<file path="src/rtl/pe_job_sequencer.sv">
`default_nettype none
// ============================================================================
// Module      : pe_job_sequencer
// Description : Runs one convolution job on a single PE. It fetches filter
//               words, then IFM words, from a 1-cycle-latency source memory,
//               streams them into the PE buffers under ready handshakes,
//               pulses the PE start, and forwards PE results to a sink.
// Revision    : 1.0 - initial release
// ============================================================================
module pe_job_sequencer #(
  parameter int DATA_WIDTH = 8,
  parameter int S          = 2,
  parameter int F          = 2,
  parameter int ADDR_WIDTH = 10,
  parameter int CNT_WIDTH  = 10
) (
  input  logic                  clk,
  input  logic                  rst_n,
  input  logic                  cfg_start,
  input  logic [S-1:0]          cfg_stride,
  input  logic [F-1:0]          cfg_filter_size,
  input  logic [ADDR_WIDTH-1:0] cfg_fil_base,
  input  logic [CNT_WIDTH-1:0]  cfg_fil_len,
  input  logic [ADDR_WIDTH-1:0] cfg_ifm_base,
  input  logic [CNT_WIDTH-1:0]  cfg_row_len,
  input  logic [CNT_WIDTH-1:0]  cfg_num_rows,
  output logic                  busy,
  output logic                  job_done,
  output logic                  cfg_err,
  output logic                  mem_rd_en,
  output logic [ADDR_WIDTH-1:0] mem_addr,
  input  logic [DATA_WIDTH-1:0] mem_rdata,
  output logic                  pe_start,
  output logic [S-1:0]          pe_stride,
  output logic [F-1:0]          pe_filter_size,
  output logic                  pe_w_en_fil,
  output logic [DATA_WIDTH-1:0] pe_data_fil,
  input  logic                  pe_ready_fil,
  output logic                  pe_w_en_ifm,
  output logic [DATA_WIDTH+1:0] pe_data_ifm,
  input  logic                  pe_ready_ifm,
  input  logic                  pe_done,
  input  logic                  pe_valid,
  output logic                  pe_r_en,
  input  logic [DATA_WIDTH-1:0] pe_out,
  output logic [DATA_WIDTH-1:0] out_data,
  output logic                  out_valid,
  input  logic                  out_ready
);

  typedef enum logic [2:0] {
    IDLE      = 3'd0,
    LOAD_FIL  = 3'd1,
    KICK      = 3'd2,
    LOAD_IFM  = 3'd3,
    WAIT_DONE = 3'd4,
    FIN       = 3'd5
  } state_t;

  localparam logic [CNT_WIDTH-1:0]  c_CNT_ONE  = {{(CNT_WIDTH-1){1'b0}}, 1'b1};
  localparam logic [ADDR_WIDTH-1:0] c_ADDR_ONE = {{(ADDR_WIDTH-1){1'b0}}, 1'b1};

  state_t                r_state;

  // Job configuration captured at accept time
  logic [ADDR_WIDTH-1:0] r_fil_base;
  logic [ADDR_WIDTH-1:0] r_ifm_base;
  logic [CNT_WIDTH-1:0]  r_fil_len;
  logic [CNT_WIDTH-1:0]  r_row_len;
  logic [CNT_WIDTH-1:0]  r_num_rows;

  // Issue side: offset from base, filter count, IFM col/row and done flag
  logic [ADDR_WIDTH-1:0] r_rd_off;
  logic [CNT_WIDTH-1:0]  r_rd_cnt;
  logic [CNT_WIDTH-1:0]  r_rd_col;
  logic [CNT_WIDTH-1:0]  r_rd_row;
  logic                  r_rd_done;

  // Write side: filter count and IFM col/row used for the eor/eof tags
  logic [CNT_WIDTH-1:0]  r_wr_cnt;
  logic [CNT_WIDTH-1:0]  r_wr_col;
  logic [CNT_WIDTH-1:0]  r_wr_row;

  logic                  r_inflight;   // a read issued last cycle returns now
  logic                  r_hold_vld;
  logic [DATA_WIDTH-1:0] r_hold;
  logic                  r_done_seen;  // pe_done arrived before the last IFM write

  logic                  w_loading;
  logic                  w_ready;
  logic                  w_rd_left;
  logic                  w_issue;
  logic                  w_write;
  logic [DATA_WIDTH-1:0] w_wdata;
  logic [ADDR_WIDTH-1:0] w_rd_addr;
  logic                  w_eor;
  logic                  w_eof;
  logic                  w_fil_last_wr;
  logic                  w_ifm_last_wr;
  logic                  w_cfg_zero;

  // Result path is a straight pass-through, independent of the job state
  assign out_data  = pe_out;
  assign out_valid = pe_valid;
  assign pe_r_en   = pe_valid & out_ready;

  assign w_loading = (r_state == LOAD_FIL) || (r_state == LOAD_IFM);
  assign w_ready   = (r_state == LOAD_FIL) ? pe_ready_fil : pe_ready_ifm;
  assign w_rd_left = (r_state == LOAD_FIL) ? (r_rd_cnt != r_fil_len) : !r_rd_done;

  // A new read is only launched when its return can always be absorbed: the
  // hold slot is free and the target is ready now. Any earlier return is then
  // either written this cycle or parked, never both a park and a new return.
  assign w_issue   = w_loading && w_rd_left && !r_hold_vld && w_ready;
  assign w_write   = w_loading && (r_hold_vld || r_inflight) && w_ready;
  assign w_wdata   = r_hold_vld ? r_hold : mem_rdata;
  assign w_rd_addr = ((r_state == LOAD_FIL) ? r_fil_base : r_ifm_base) + r_rd_off;

  assign mem_rd_en = w_issue;
  assign mem_addr  = w_issue ? w_rd_addr : '0;

  assign w_eor = (r_wr_col == (r_row_len - c_CNT_ONE));
  assign w_eof = w_eor && (r_wr_row == (r_num_rows - c_CNT_ONE));

  assign pe_w_en_fil = w_write && (r_state == LOAD_FIL);
  assign pe_data_fil = pe_w_en_fil ? w_wdata : '0;
  assign pe_w_en_ifm = w_write && (r_state == LOAD_IFM);
  assign pe_data_ifm = pe_w_en_ifm ? {w_eof, w_eor, w_wdata} : '0;

  assign w_fil_last_wr = pe_w_en_fil && (r_wr_cnt == (r_fil_len - c_CNT_ONE));
  assign w_ifm_last_wr = pe_w_en_ifm && w_eof;
  assign w_cfg_zero    = (cfg_fil_len == '0) || (cfg_row_len == '0) || (cfg_num_rows == '0);

  // Job FSM, fetch bookkeeping and registered control outputs
  always_ff @(posedge clk) begin
    if (!rst_n) begin
      r_state        <= IDLE;
      busy           <= 1'b0;
      job_done       <= 1'b0;
      cfg_err        <= 1'b0;
      pe_start       <= 1'b0;
      pe_stride      <= '0;
      pe_filter_size <= '0;
      r_fil_base     <= '0;
      r_ifm_base     <= '0;
      r_fil_len      <= '0;
      r_row_len      <= '0;
      r_num_rows     <= '0;
      r_rd_off       <= '0;
      r_rd_cnt       <= '0;
      r_rd_col       <= '0;
      r_rd_row       <= '0;
      r_rd_done      <= 1'b0;
      r_wr_cnt       <= '0;
      r_wr_col       <= '0;
      r_wr_row       <= '0;
      r_inflight     <= 1'b0;
      r_hold_vld     <= 1'b0;
      r_hold         <= '0;
      r_done_seen    <= 1'b0;
    end else begin
      cfg_err    <= 1'b0;
      job_done   <= 1'b0;
      pe_start   <= 1'b0;
      r_inflight <= w_issue;

      // Park a return the target could not take; drain when it becomes ready
      if (w_loading && r_inflight && !w_ready) begin
        r_hold_vld <= 1'b1;
        r_hold     <= mem_rdata;
      end else if (w_loading && r_hold_vld && w_ready) begin
        r_hold_vld <= 1'b0;
      end

      if (w_issue) begin
        r_rd_off <= r_rd_off + c_ADDR_ONE;
        r_rd_cnt <= r_rd_cnt + c_CNT_ONE;
        if (r_state == LOAD_IFM) begin
          if (r_rd_col == (r_row_len - c_CNT_ONE)) begin
            r_rd_col <= '0;
            if (r_rd_row == (r_num_rows - c_CNT_ONE)) begin
              r_rd_done <= 1'b1;
            end else begin
              r_rd_row <= r_rd_row + c_CNT_ONE;
            end
          end else begin
            r_rd_col <= r_rd_col + c_CNT_ONE;
          end
        end
      end

      if (pe_w_en_fil) begin
        r_wr_cnt <= r_wr_cnt + c_CNT_ONE;
      end
      if (pe_w_en_ifm) begin
        if (w_eor) begin
          r_wr_col <= '0;
          r_wr_row <= r_wr_row + c_CNT_ONE;
        end else begin
          r_wr_col <= r_wr_col + c_CNT_ONE;
        end
      end

      if (((r_state == KICK) || (r_state == LOAD_IFM)) && pe_done) begin
        r_done_seen <= 1'b1;
      end

      case (r_state)
        IDLE: begin
          if (cfg_start) begin
            if (w_cfg_zero) begin
              cfg_err <= 1'b1;
            end else begin
              pe_stride      <= cfg_stride;
              pe_filter_size <= cfg_filter_size;
              r_fil_base     <= cfg_fil_base;
              r_fil_len      <= cfg_fil_len;
              r_ifm_base     <= cfg_ifm_base;
              r_row_len      <= cfg_row_len;
              r_num_rows     <= cfg_num_rows;
              busy           <= 1'b1;
              r_state        <= LOAD_FIL;
            end
          end
        end
        LOAD_FIL: begin
          if (w_fil_last_wr) begin
            pe_start <= 1'b1;
            r_state  <= KICK;
          end
        end
        KICK: begin
          r_rd_off  <= '0;
          r_rd_cnt  <= '0;
          r_rd_col  <= '0;
          r_rd_row  <= '0;
          r_rd_done <= 1'b0;
          r_wr_cnt  <= '0;
          r_wr_col  <= '0;
          r_wr_row  <= '0;
          r_state   <= LOAD_IFM;
        end
        LOAD_IFM: begin
          if (w_ifm_last_wr) begin
            r_state <= WAIT_DONE;
          end
        end
        WAIT_DONE: begin
          if (pe_done || r_done_seen) begin
            job_done <= 1'b1;
            busy     <= 1'b0;
            r_state  <= FIN;
          end
        end
        FIN: begin
          r_rd_off    <= '0;
          r_rd_cnt    <= '0;
          r_rd_col    <= '0;
          r_rd_row    <= '0;
          r_rd_done   <= 1'b0;
          r_wr_cnt    <= '0;
          r_wr_col    <= '0;
          r_wr_row    <= '0;
          r_done_seen <= 1'b0;
          r_state     <= IDLE;
        end
        default: begin
          r_state <= IDLE;
        end
      endcase
    end
  end

endmodule
`default_nettype wire

</file>
<file path="config.mk">
export PLATFORM = sky130hd
export DESIGN_NAME = pe_job_sequencer
export DESIGN_NICKNAME = d
export VERILOG_FILES = /design/src/rtl/pe_job_sequencer.sv
export SDC_FILE = /design/constraint.sdc
export NUM_CORES = 1
export LEC_CHECK = 0
export ABC_AREA = 1
export CAP_MARGIN = 20
export CORE_ASPECT_RATIO = 0.75
export CORE_MARGIN = 2
export CORE_UTILIZATION = 50
export DETAILED_ROUTE_END_ITERATION = 12
export PLACE_DENSITY = 0.81
export SLEW_MARGIN = 20
export SYNTH_ARGS = -nofsm -noshare
export SYNTH_HDL_FRONTEND = slang
export SYNTH_SLANG_ARGS = --single-unit
</file>
<file path="constraint.sdc">
create_clock -name clk -period 5.8 [get_ports clk]
set_input_delay 0.87 -clock clk [delete_from_list [all_inputs] [get_ports clk]]
set_output_delay 0.87 -clock clk [all_outputs]
set_load 0.01 [all_outputs]
</file>
==> results of run 1 <==
-- stage by stage --
stage          setup WS, ns  hold slack (ns)  std cells  area [um^2]
2_1_floorplan          2.40            0.420       1362         8600
3_3_place_gp           1.38            0.431       1648         9810
3_5_place_dp           1.30            0.438       1648         9810
4_1_cts               0.778            0.447       1679        10400
5_1_grt               0.358            0.463       1679        10400
6_report              0.777            0.446       1679        10400
-- critical path: cells and delay by family (launching register included) --
kind | cells | cell delay, ns
DFF | 1 | 0.36
AOI/OAI and AO/OA | 5 | 0.78
and+or+nand+nor | 7 | 1.04
adders and majority gates | 2 | 0.63
buffers and inverters | 4 | 0.90
-- cells in the final DEF (no fill, tap or decap), types with 2 or more instances in the layout --
| cell type | netlist | final |
|---|---|---|
| nand2_1 | 291 | 291 |
| inv_1 | 190 | 190 |
| nor2_1 | 156 | 156 |
| dfxtp_1 | 143 | 143 |
| nand3_1 | 124 | 123 |
| a21oi_1 | 121 | 121 |
| o21ai_0 | 117 | 117 |
| clkdlybuf4s50_1 | 0 | 109 |
| nor3_1 | 31 | 31 |
| nand4_1 | 21 | 21 |
| xor2_1 | 21 | 21 |
| ha_1 | 19 | 19 |
| clkbuf_16 | 0 | 17 |
| xnor2_1 | 9 | 9 |
| nor4_1 | 9 | 9 |
| nand3b_1 | 8 | 8 |
| buf_4 | 9 | 7 |
| o21ai_1 | 6 | 6 |
| inv_2 | 5 | 5 |
| nor2_2 | 5 | 5 |
| a31oi_1 | 5 | 5 |
| bufinv_16 | 0 | 4 |
| nor2_4 | 3 | 3 |
| nand3_2 | 3 | 3 |
| or2_2 | 3 | 3 |
| nor3_2 | 3 | 3 |
| o21a_1 | 3 | 3 |
| nor3b_1 | 3 | 3 |
| inv_6 | 0 | 3 |
| a21o_1 | 2 | 2 |
| o21bai_1 | 2 | 2 |
| clkinv_1 | 2 | 2 |
| a211oi_1 | 2 | 2 |
| and3_1 | 2 | 2 |
| clkinv_4 | 0 | 2 |
| clkinvlp_4 | 0 | 2 |
-- flip-flops by register name, indices dropped and copies added, names as in the netlist, 3 cells and up --
register,flops
r_ifm_base,10
r_wr_row,10
r_fil_base,10
r_rd_row,10
r_wr_col,10
r_hold,8
r_row_len,10
r_fil_len,10
r_state,3
r_wr_cnt,10
r_num_rows,10
r_rd_cnt,10
r_rd_off,10
r_rd_col,10
-- kinds of logic after synthesis --
family / synth area share
AOI/OAI and AO/OA: 0.156
xor gates and xnor gates: 0.0332
adders and majority gates: 0.0300
buffers and inverters: 0.111
DFF: 0.333
and+or+nand+nor: 0.336
-- power by group through the flow --
| stage | Combinational [W] | Clock, W | Sequential (W) |
|---|---|---|---|
| global route | 0.00274 | 0.00124 | 0.00144 |
| floorplan | 0.00179 | 0 | 0.00137 |
| finish | 0.00240 | 0.00118 | 0.00141 |
| detailed placement | 0.00235 | 0 | 0.00142 |
| CTS | 0.00238 | 0.00120 | 0.00140 |
| global placement | 0.00230 | 0 | 0.00141 |
-- area by class of cell --
class	count	area, um^2	share of cell area
clock inverter	12	184	0.0176
multi-input combinational	976	4790	0.459
tap	215	269	0.0258
inverter	197	739	0.0708
timing repair buffer	117	1150	0.110
sequential	143	2860	0.274
clock buffer	19	443	0.0424
-- metal layers --
layer,track usage,share of wire,vias to the layer above
li1,-,-,4594
met1,0.360,0.47,4029
met2,0.418,0.43,292
met3,0.0718,0.081,36
met4,0.0820,0.020,0
met5,0,0,-
-- cell usage after synthesis (all sizes together) (14+ instances only) --
| master | number | share of area |
|---|---|---|
| a21oi | 121 | 0.070 |
| buf | 14 | 0.011 |
| clkbuf | 32 | 0.014 |
| dfxtp | 143 | 0.33 |
| ha | 19 | 0.028 |
| inv | 195 | 0.085 |
| nand2 | 292 | 0.13 |
| nand3 | 127 | 0.076 |
| nand4 | 21 | 0.015 |
| nor2 | 164 | 0.076 |
| nor3 | 34 | 0.022 |
| o21ai | 124 | 0.073 |
| xor2 | 21 | 0.021 |
-- worst max path at each step --
| stage | cells after the start | from | slack (ns) | end |
|---|---|---|---|---|
| floorplan | 19 | r_state[1]$_SDFFE_PN0P_ | 2.40 | mem_addr[8] |
| global placement | 18 | r_state[2]$_SDFFE_PN0P_ | 1.38 | mem_addr[8] |
| detailed placement | 18 | r_state[2]$_SDFFE_PN0P_ | 1.30 | mem_addr[8] |
| CTS | 18 | r_state[2]$_SDFFE_PN0P_ | 0.78 | mem_addr[8] |
| global route | 18 | r_state[2]$_SDFFE_PN0P_ | 0.36 | mem_addr[8] |
| finish | 18 | r_state[2]$_SDFFE_PN0P_ | 0.78 | mem_addr[8] |
==> parameters.txt, run 1 <==
Parameter                              Value

Worst setup path
  Startpoint of the lowest-slack register-to-register path    r_state[2]$_SDFFE_PN0P_
  Capturing element type of the critical path    output port
  Setup slack on the worst flop-to-flop path    3.03 ns
  End of the worst register-to-register path    r_state[0]$_SDFFE_PN0P_
  Worst Path Arrival    4.15 ns
  CP max stage cell    nand3_1
  Type of the setup path with the least slack    flop to output port
  Stage delay of the slowest cell on the critical path    0.58 ns
  Data required time of the critical path    4.93 ns
  Cells along the critical path    inv_2 -> nand3_1 -> o21ai_0 -> ha_1 -> inv_1 -> fa_1 -> inv_1 -> nand3_1 -> nand2_1 -> nand2_1 -> nand2_1 -> a21oi_1 -> nor2_1 -> o21ai_0 -> nand2_1 -> o21ai_0 -> a21oi_1 -> clkdlybuf4s50_1
  Count of cells along the worst register-to-register path    15
  Worst setup SP type    flop
  Max FO, Critical Path    23
  Cell with the most instances on the worst path    nand2_1

Route
  DRT iter0 DRCs    626
  Sum of routed wire length over all layers    23.8 mm
  Via count normalized by instance count    5.33
  # DRC    0
  Length of the first detailed-routing pass in iterations    6
  Antenna violation net count after detailed routing    0
  Average wire length per cell after detail routing    14.2 um
  Total via count after detailed routing    8951

Finish
  Post-synthesis to final-layout area growth    21.4%
  Final #Nets    1550
  Fillers    1567
  Share of final-layout standard cells stronger than drive strength 1    0.0437
  Final Core Density    0.621
  Number of diodes    0

Synth
  YS warnings    0
  Area of the mapped netlist    8600 um^2
  Number of nets in the synthesized netlist    1460
  Number of synthesized register bits    143
  Post-synthesis sequential area ratio    0.333
  Commonest register cell after synthesis    dfxtp_1
  Gate count of the mapped netlist    1362
  Post-synth EDFFs    0
  Synth cell types    40
  Syn_area_per_cell    6.32 um^2
  Proportion of synthesized flip-flops having asynchronous set or reset    0

Worst hold path
  Type of the tightest min-delay check    flop to flop
  Worst-case hold path end point    r_fil_base[1]$_SDFFE_PN0P_
  Cell depth of the worst hold path    2
  Launch instance of the worst min-delay path    r_fil_base[1]$_SDFFE_PN0P_

STA
  Setup TNS    0 ns
  Count of endpoints failing setup in the final report    0
  Pins Over Slew Limit    0
  Final cycle utilization of the critical path    0.866
  Highest achievable clock rate    199 MHz
  Clk_skew    0.0116 ns
  Number of hold-slack violations in the final timing report    0
  Final critical delay including setup and external delays    5.02 ns
  Slew Limit Headroom    0.479
  Slew @ Worst Pin    0.779 ns
  RSZ-0062 raised after global routing    no

Floorplanning
  Die boundary width    155 um
  Top Ports    127
  Full die area    18300 um^2
  Area of the core region    16800 um^2
  Initial standard-cell utilization of the core    0.511
  Vertical die dimension    118 um
  Standard-cell rows    41

Power and ir drop
  Flop pwr share    0.282
  VDD IR-drop max    185 uV
  Share of power burned in combinational logic    0.481
  Ratio of total power to cell area    478 nW/um^2
  Internal Dissipation    0.00276 W
  Switching power share of the total    0.448
  Leakage power    4.33 nW
  Part of the power in the clock network    0.237
  Final total power    0.00499 W
  Reported net switching power    0.00223 W

Clock tree
  Number of gates resized after cts    0
  Clock tree from TritonCTS    built
  Number of CTS-inserted buffers    17
  Post CTS Setup Buffer Count    0
  # H-tree levels    4
  Worst-path clk slew    0.07 ns
  Number of hold buffers added after cts    0
  Total number of clock tree sinks    143
  Clk_lat worst skew    0.43 ns
  Maximum count of clock buffers along a single path    2
  Library cell used as clock root buffer    clkbuf_16

Placed design
  Detailed placer's ending HPWL    18.0 mm
  Final GP Congestion    0.975
  Port bufs    110

Global routing
  Vias in the first global route    8312
  Largest net degree at the start of global routing    77
  Global-route wire length before repair    39.6 mm
  Total routing resource utilization after global routing    0.267
  Initial antenna violation count    0
  Grt ovf    0

Job
  Max-cap violation count    0

Outcome
  Status    complete, no violations
No activity file was read; power rests on OpenSTA's default activity.
==> inputs of run 2 (changes only) <==
--- a/config.mk
+++ b/config.mk
@@ -7,7 +7,6 @@
 export LEC_CHECK = 0
 export ABC_AREA = 1
 export CAP_MARGIN = 20
-export CORE_ASPECT_RATIO = 0.75
 export CORE_MARGIN = 2
 export CORE_UTILIZATION = 50
 export DETAILED_ROUTE_END_ITERATION = 12
==> constraint.sdc (replaced) <==
create_clock -name clk -period 6.05 [get_ports clk]
set_input_delay 0.9075 -clock clk [delete_from_list [all_inputs] [get_ports clk]]
set_output_delay 0.9075 -clock clk [all_outputs]
set_load 0.01 [all_outputs]
==> run 2 against run 1 <==
Effect of this change:
- first-iteration DRC count up 35%
- final cell count is 0.30% higher
- combinational power shrank 4%
- flip-flop and latch count stayed put
- clock power fell by 16%
- wire length is 3.8% lower
- total power decreased by 7.2%
- sequential share of layout area grew 0.14 points
- critical endpoint unchanged
==> parameters.txt, run 2 (synthesized netlist as in run 1, its figures left out) <==
Parameter                              Value

Clock tree
  Number of CTS-inserted buffers    17 (unchanged)
  Post CTS Setup Buffer Count    0 (unchanged)
  Clock tree from TritonCTS    built (unchanged)
  Clk_lat worst skew    0.43 ns (about the same)
  # H-tree levels    4 (unchanged)
  Library cell used as clock root buffer    clkbuf_16 (unchanged)
  Number of gates resized after cts    0 (unchanged)
  Total number of clock tree sinks    143 (unchanged)
  Number of hold buffers added after cts    0 (unchanged)
  Worst-path clk slew    0.06 ns (was 0.07 ns)
  Maximum count of clock buffers along a single path    2 (unchanged)

Power and ir drop
  Leakage power    4.29 nW (was 4.33 nW)
  Ratio of total power to cell area    446 nW/um^2 (was 478 nW/um^2)
  Final total power    0.00463 W (was 0.00499 W)
  VDD IR-drop max    241 uV (was 185 uV)

STA
  Clk_skew    0.00892 ns (was 0.0116 ns)
  Slew Limit Headroom    0.477 (was 0.479)
  Minimum hold slack    0.445 ns (was 0.446 ns)
  Final critical delay including setup and external delays    4.52 ns
  Setup slack after layout    1.53 ns (was 0.777 ns)
  Number of hold-slack violations in the final timing report    0 (unchanged)
  Count of endpoints failing setup in the final report    0 (unchanged)
  RSZ-0062 raised after global routing    no (unchanged)
  Setup TNS    0 ns (unchanged)
  Pins Over Slew Limit    0 (unchanged)
  Final cycle utilization of the critical path    0.748
  Slew @ Worst Pin    0.782 ns (was 0.779 ns)
  Highest achievable clock rate    221 MHz

Finish
  Finished Cell Area    10400 um^2 (about the same)
  Final #Nets    1549 (was 1550)
  Post-synthesis to final-layout area growth    20.8% (was 21.4%)
  Most used cells in the layout excluding fill and tap cells    nand2_1, inv_1, nor2_1 (unchanged)
  Most common library cell in the layout ignoring fill and taps    nand2_1 (unchanged)
  Register cell area after layout    2860 um^2 (unchanged)
  Share of final-layout standard cells stronger than drive strength 1    0.0437 (unchanged)
  Fillers    1572 (was 1567)
  Number of diodes    0 (unchanged)
  Area used by multi-input combinational logic    4790 um^2 (unchanged)

Floorplanning
  Area of the core region    16700 um^2 (was 16800 um^2)
  Die boundary width    135 um (was 155 um)
  Vertical die dimension    135 um (was 118 um)
  Standard-cell rows    47 (was 41)
  Initial standard-cell utilization of the core    0.515 (was 0.511)
  Full die area    18300 um^2 (about the same)
  Top Ports    127 (unchanged)

Worst setup path
  Stage delay of the slowest cell on the critical path    0.55 ns (was 0.58 ns)
  Kind of cell adding the most delay to the critical path    buffers and inverters (was simple AND/OR/NAND/NOR gates)
  Critical Path Start    r_state[1]$_SDFFE_PN0P_ (was r_state[2]$_SDFFE_PN0P_)
  Max FO, Critical Path    23 (unchanged)
  Type of the setup path with the least slack    flop to output port (unchanged)
  Critical Path Stages    20 (was 18)
  Startpoint of the lowest-slack register-to-register path    r_state[2]$_SDFFE_PN0P_ (unchanged)
  Capturing element type of the critical path    output port (unchanged)
  CP max stage cell    clkdlybuf4s50_1 (was nand3_1)
  Cells along the critical path    inv_1 -> nand3_1 -> buf_4 -> nand2_1 -> o21ai_0 -> ha_1 -> inv_1 -> fa_1 -> inv_1 -> nand3_1 -> nand2_1 -> nand2_1 -> nand2_1 -> a21oi_1 -> nor2_1 -> o21ai_0 -> nand2_1 -> o21ai_0 -> a21oi_1 -> clkdlybuf4s50_1 (was inv_2 -> nand3_1 -> o21ai_0 -> ha_1 -> inv_1 -> fa_1 -> inv_1 -> nand3_1 -> nand2_1 -> nand2_1 -> nand2_1 -> a21oi_1 -> nor2_1 -> o21ai_0 -> nand2_1 -> o21ai_0 -> a21oi_1 -> clkdlybuf4s50_1)
  Worst Path Arrival    3.62 ns (was 4.15 ns)
  Buffers & Inverters on Critical Path    5 (was 4)
  Worst setup SP type    flop (unchanged)
  Count of cells along the worst register-to-register path    13 (was 15)
  Worst setup endpoint    mem_addr[8] (unchanged)
  Setup slack on the worst flop-to-flop path    3.20 ns (was 3.03 ns)
  End of the worst register-to-register path    r_rd_cnt[7]$_SDFFE_PP0P_ (was r_state[0]$_SDFFE_PN0P_)
  Data required time of the critical path    5.14 ns (was 4.93 ns)
  Cell with the most instances on the worst path    nand2_1 (unchanged)

Placed design
  Detailed placer's ending HPWL    17.4 mm (was 18.0 mm)
  Final GP Congestion    0.953 (was 0.975)
  Port bufs    110 (unchanged)
  Placed inst area    9810 um^2 (about the same)
  Post-place setup slack    1.68 ns (was 1.30 ns)

Global routing
  Vias in the first global route    8111 (was 8312)
  Grt ovf    0 (unchanged)
  Total routing resource utilization after global routing    0.255 (was 0.267)
  Largest net degree at the start of global routing    110 (was 77)
  Global-route wire length before repair    37.8 mm (was 39.6 mm)
  Initial antenna violation count    0 (unchanged)

Route
  DRT iter0 DRCs    842 (was 626)
  Sum of routed wire length over all layers    22.9 mm (was 23.8 mm)
  Via count normalized by instance count    5.32 (was 5.33)
  Average wire length per cell after detail routing    13.6 um (was 14.2 um)
  # DRC    0 (unchanged)
  Antenna violation net count after detailed routing    0 (unchanged)
  Total via count after detailed routing    8951 (unchanged)
  Length of the first detailed-routing pass in iterations    9 (was 6)

Job
  Max-cap violation count    0 (unchanged)

Outcome
  Status    complete, no violations (unchanged)

Worst hold path
  Type of the tightest min-delay check    flop to flop (unchanged)
  Cell depth of the worst hold path    2 (unchanged)
  Launch instance of the worst min-delay path    pe_stride[0]$_SDFFE_PN0P_ (was r_fil_base[1]$_SDFFE_PN0P_)
run 2: cell count changes in the layout (fill, tap and decap cells not counted), sizes merged:
| cell | previous run | this run |
|---|---|---|
| buf | 8 | 7 |
| clkinv | 5 | 4 |
| clkbuf | 19 | 20 |
| bufinv | 4 | 0 |
| inv | 198 | 201 |
| clkinvlp | 2 | 4 |
run 2: cell type report:
type                    count  share of cell area
inverters                 197              0.0712
repair buffers            116               0.112
multi-input cells         976               0.461
flip-flops and latches    143               0.276
clock buffers              20              0.0440
clock inverters            12             0.00963
well taps                 220              0.0265
run 2: how the worst min path moves through the flow:
stage | to | slack, ns
CTS | pe_stride[0]$_SDFFE_PN0P_ | 0.45
finish | pe_stride[0]$_SDFFE_PN0P_ | 0.45
global route | pe_stride[0]$_SDFFE_PN0P_ | 0.46
detailed placement | r_ifm_base[6]$_SDFFE_PN0P_ | 0.44
floorplan | r_fil_base[1]$_SDFFE_PN0P_ | 0.42
global placement | pe_filter_size[0]$_SDFFE_PN0P_ | 0.43
run 2: per-stage QoR:
step | instances | util
2_1_floorplan | 1362 | -
3_3_place_gp | 1651 | 0.587
3_5_place_dp | 1651 | 0.587
6_report | 1684 | 0.622
5_1_grt | 1684 | 0.622
4_1_cts | 1683 | 0.620
run 2: routing by layer:
layer	part of all wire	vias to the layer above	global-route usage
met5	0	-	0
met4	0.023	0	0.0903
met3	0.060	48	0.0546
met2	0.46	263	0.415
met1	0.46	4038	0.337
li1	-	4602	-
run 2: report_power, final:
| part | leakage, nW | internal [W] | switching [W] |
|---|---|---|---|
| logic | 2.87 | 0.000801 | 0.00150 |
| clock network | 0.261 | 0.000555 | 0.000434 |
| registers | 1.17 | 0.00116 | 0.000190 |
run 2: worst register-to-register path: cells and delay by family, from the launching register on:
family	cells	cell delay (ns)
AND/OR/NAND/NOR	10	1.88
flip-flops	1	0.36
buffers and inverters	3	0.55
